===== src/rtl/psum_drain_fifo.sv =====
// Rebuilds valid/last for the psum stream leaving the bottom PE of a systolic column
// by delaying the issue strobe, and buffers captured psums in a small FWFT FIFO.
module psum_drain_fifo #(
  parameter int DATA_W   = 16,
  parameter int PSUM_LAT = 36,
  parameter int DEPTH    = 8
) (
  input  logic                     i_clk,
  input  logic                     i_rst,
  input  logic                     i_issue_valid,
  input  logic                     i_issue_last,
  input  logic [DATA_W-1:0]        i_psum_in,
  output logic [DATA_W-1:0]        o_out_data,
  output logic                     o_out_valid,
  output logic                     o_out_last,
  input  logic                     i_out_ready,
  output logic [$clog2(DEPTH):0]   o_count,
  output logic                     o_overflow,
  input  logic                     i_clear_ovf
);

  localparam int AW = $clog2(DEPTH);
  localparam int CW = AW + 1;

  logic [PSUM_LAT-1:0] r_dly_v;
  logic [PSUM_LAT-1:0] r_dly_l;
  logic [DATA_W:0]     r_mem [DEPTH];
  logic [AW-1:0]       r_wr_ptr;
  logic [AW-1:0]       r_rd_ptr;
  logic [CW-1:0]       r_count;
  logic                r_overflow;

  logic                w_cap_v;
  logic                w_cap_l;
  logic                w_full;
  logic                w_pop;
  logic                w_wr;
  logic                w_drop;
  logic [DATA_W:0]     w_head;

  // The PE chain has no valid, so the issue strobe is replayed PSUM_LAT cycles later.
  always_ff @(posedge i_clk) begin
    if (i_rst) begin
      r_dly_v <= '0;
      r_dly_l <= '0;
    end else begin
      r_dly_v[0] <= i_issue_valid;
      r_dly_l[0] <= i_issue_valid & i_issue_last;
      for (int i = 1; i < PSUM_LAT; i++) begin
        r_dly_v[i] <= r_dly_v[i-1];
        r_dly_l[i] <= r_dly_l[i-1];
      end
    end
  end

  assign w_cap_v = r_dly_v[PSUM_LAT-1];
  assign w_cap_l = r_dly_l[PSUM_LAT-1];

  assign w_full = (r_count == CW'(DEPTH));
  assign w_pop  = o_out_valid && i_out_ready;
  // A pop frees the head slot in the same cycle, so a full FIFO still accepts.
  assign w_wr   = w_cap_v && (!w_full || w_pop);
  assign w_drop = w_cap_v && w_full && !w_pop;

  always_ff @(posedge i_clk) begin
    if (!i_rst && w_wr) begin
      r_mem[r_wr_ptr] <= {w_cap_l, i_psum_in};
    end
  end

  always_ff @(posedge i_clk) begin
    if (i_rst) begin
      r_wr_ptr   <= '0;
      r_rd_ptr   <= '0;
      r_count    <= '0;
      r_overflow <= 1'b0;
    end else begin
      if (w_wr) begin
        r_wr_ptr <= r_wr_ptr + AW'(1);
      end
      if (w_pop) begin
        r_rd_ptr <= r_rd_ptr + AW'(1);
      end
      case ({w_wr, w_pop})
        2'b10:   r_count <= r_count + CW'(1);
        2'b01:   r_count <= r_count - CW'(1);
        default: r_count <= r_count;
      endcase
      // A fresh drop outranks a simultaneous clear so no loss goes unreported.
      if (w_drop) begin
        r_overflow <= 1'b1;
      end else if (i_clear_ovf) begin
        r_overflow <= 1'b0;
      end
    end
  end

  assign w_head      = r_mem[r_rd_ptr];
  assign o_out_valid = (r_count != '0);
  assign o_out_data  = o_out_valid ? w_head[DATA_W-1:0] : '0;
  assign o_out_last  = o_out_valid ? w_head[DATA_W] : 1'b0;
  assign o_count     = r_count;
  assign o_overflow  = r_overflow;

endmodule


===== config.mk =====
export PLATFORM = sky130hd
export DESIGN_NAME = psum_drain_fifo
export DESIGN_NICKNAME = d
export VERILOG_FILES = /design/src/rtl/psum_drain_fifo.sv
export SDC_FILE = /design/constraint.sdc
export NUM_CORES = 1
export LEC_CHECK = 0
export CAP_MARGIN = 10
export CORE_UTILIZATION = 58
export DETAILED_ROUTE_END_ITERATION = 12
export HOLD_SLACK_MARGIN = 0.12
export PLACE_DENSITY = 0.78
export SKIP_CTS_REPAIR_TIMING = 1
export SYNTH_ARGS = -nofsm -noshare
export SYNTH_HDL_FRONTEND = slang
export SYNTH_SLANG_ARGS = --single-unit

===== constraint.sdc =====
create_clock -name i_clk -period 5 [get_ports i_clk]
set_clock_uncertainty 0.15 [all_clocks]
set_input_delay 1.25 -clock i_clk [delete_from_list [all_inputs] [get_ports i_clk]]
set_output_delay 1.25 -clock i_clk [all_outputs]
set_load 0.01 [all_outputs]

==> impl_results.md <==
- Status: completed
- DRC viols: 0
- Largest family of logic cells by synthesized area: multiplexers
- Ant. Diodes: 0
- Period minus WS final: 4.19 ns
- Final nets: 543
- Final period utilization: 83.8%
- Clk sinks: 222
- Routed Wire Length: 13,200 µm
- Initial core utilization: 59.6%
- Post-synth EDFFs: 136
- Total power: 4.50 mW
- Max Cap Viol: 0
- LEAKAGE: 3.09 nW
- Worst endpoint required time: 3.60 ns
- Area Growth Syn to Fin: 18.7%
- Mux contribution to synthesized area: 12.0%
- Post-Route Setup TNS: 0 ns
- Worst-skew pair later-pin latency: 0.49 ns
- Crit Path Max Fanout: 21
- Initial antenna violation count: 1
- Rows: 42
- Grt ovf: 0
- Synth area leaders: edfxtp_1 52%, dfxtp_1 22%, mux4_2 9.7%
- Avg WL per Cell: 18.5 µm
- Die area: 14,100 µm²
- Vias in the first global route: 4,055
- Seq cells post-synth: 222
- Global-route usage over all layers: 19.5%
- Syn nets: 487
- Worst slew pin tran: 0.939 ns
- Worst VDD drop: 325 µV
- Die H: 119 µm
- Setup crit end kind: output port
- Max Clk Rate: 239 MHz
- Post-DP HPWL: 7580 µm
- 1st-pass router iterations: 4
- Synth Area in Compound Gates: 2.06%
- Syn Inst Count: 462
- Synth unique cells: 35
- Ys Warns: 0
- Syn avg cell area: 17.1 µm²
- Routability cong.: 0.806
- Mapped cell area: 7890 µm²
- Synth top cells by count: 136 x edfxtp_1, 86 x dfxtp_1, 73 x nor2b_1
- IO Count: 45
- DR vias: 3,922
- Share of the synthesized area in the top cell type: 51.8%
- Synth Area in XOR/XNOR: 0.666%
- Async SR Flop Fraction: 0%
- Routed Antenna Nets: 0
- Post-Synth Simple-Gate Area: 9.42%
- Largest area contributor in the netlist: edfxtp_1
- WS Path Type: flip-flop to output port
- # setup viols final: 0
- Clk slew on worst S/H paths: 0.06 ns
- Hold WC Path Type: flip-flop to flip-flop
- CTS HTree Levels: 1
- Layout cell share with drive strength beyond 1: 19.3%
- RSZ-0062 raised after global routing: false
- Total CTS buffers: 22
- Power density over the cells: 481 nW/µm²
- Synthesized-area fraction occupied by adder cells: 0.476%
- Most common cell in the netlist: edfxtp_1
- Final Hold Viols: 0
- Clock Path Buffers: 3
- Routed vias/inst: 5.52
- CP Data Arrival Time: 2.79 ns
- CTS tree: done
- Core Region: 13,200 µm²
- Global-route wire length before repair: 21,100 µm
- Largest net degree at the start of global routing: 53
- Clk root buf: clkbuf_16
- DRT iter0 DRCs: 223
- Register area share after synthesis: 73.6%
- Slew margin rel.: 37.3%
- Final slew viol count: 0
- Post-synth top flop: edfxtp_1
- IO buf count: 44
- Crit path launch type: flip-flop
- Die Wd: 119 µm
-- path summary, 6_finish.rpt --
path | cells after the start | start | slack [ns] | endpoint
worst max-delay path | 5 | flip-flop | 0.81 | o_out_data[2]
worst min-delay path | 1 | r_dly_v[6] | 0.29 | r_dly_v[7]
worst max register to register | 10 | o_count[2] | 2.45 | o_count[2]
worst min register to register | 1 | r_dly_v[6] | 0.29 | r_dly_v[7]
-- stage by stage --
step | hold slack, ns | cell area, µm² | utilization [%] | setup slack, ns | std cells
6_report | 0.287 | 9360 | 70.7 | 0.811 | 710
5_1_grt | 0.303 | 9360 | 70.7 | 0.598 | 710
4_1_cts | 0.295 | 9360 | 70.7 | 0.735 | 710
3_5_place_dp | 0.275 | 8580 | 64.8 | 1.20 | 670
3_3_place_gp | 0.270 | 8580 | 64.8 | 1.29 | 670
2_1_floorplan | 0.264 | 7890 | - | 0.771 | 462
-- cell usage in the layout, fill, tap and decap left out, drive strengths merged --
cell type and count:
a2111oi 1, nor2b 73, nand2b 3, clkinv 7
o311a 1, xnor2 4, ha 3, bufinv 2
dfxtp 86, nand3b 1, nor3 4, a31oi 1
buf 16, clkdlybuf4s50 43, a32oi 1, a31o 1
mux2i 18, o41a 1, inv 6, o221ai 1
nand2 9, nor4b 2, a221oi 1, xor2 2
mux4 34, clkbuf 28, and2 1, o41ai 2
a21oi 4, nand3 3, edfxtp 136, nor2 34
a211oi 1, nor4 4
-- layer usage --
layer  wire length [µm]  up-vias  track usage [%]
li1                   -     1804                -
met1               5570     1956             25.5
met2               6530      130             33.0
met3                722       32             3.81
met4                336        0             6.33
met5                  0        -                0
-- critical path, cell delays in order, from the launching register on --
cell and delay (ns):
dfxtp_2 0.84, buf_12 0.25, mux4_2 0.50, mux2i_1 0.16, nor2_1 0.06, clkdlybuf4s50_1 0.48
-- final cells by class --
| cell class | instances | area [µm²] |
|---|---|---|
| fill | 866 | 3880 |
| timing repair buffer | 59 | 561 |
| clock inverter | 12 | 110 |
| clock buffer | 28 | 667 |
| tap | 176 | 220 |
| multi-input combinational | 210 | 1980 |
| inverter | 3 | 13.8 |
| sequential | 222 | 5810 |
-- sequential cells by signal, indices dropped and copies added, names as in the netlist, named ones only --
signal / cells
r_rd_ptr: 3
r_dly_l: 36
r_wr_ptr: 3
o_count: 4
r_mem: 136
r_dly_v: 36
o_overflow: 1
-- cells by family after synthesis --
group	after synthesis
xor gates and xnor gates	6
DFF	222
muxes	52
AOI/OAI and AO/OA	15
adders and majority gates	3
and+or+nand+nor	134
buffers and inverters	30
-- report_power, final --
part | leakage, nW | switching (mW) | internal [mW]
combinational | 0.795 | 0.319 | 0.428
clock | 0.397 | 0.647 | 1.05
sequential | 1.90 | 0.0982 | 1.96
total | 3.09 | 1.06 | 3.43
Power figures use the tool's default switching activity.
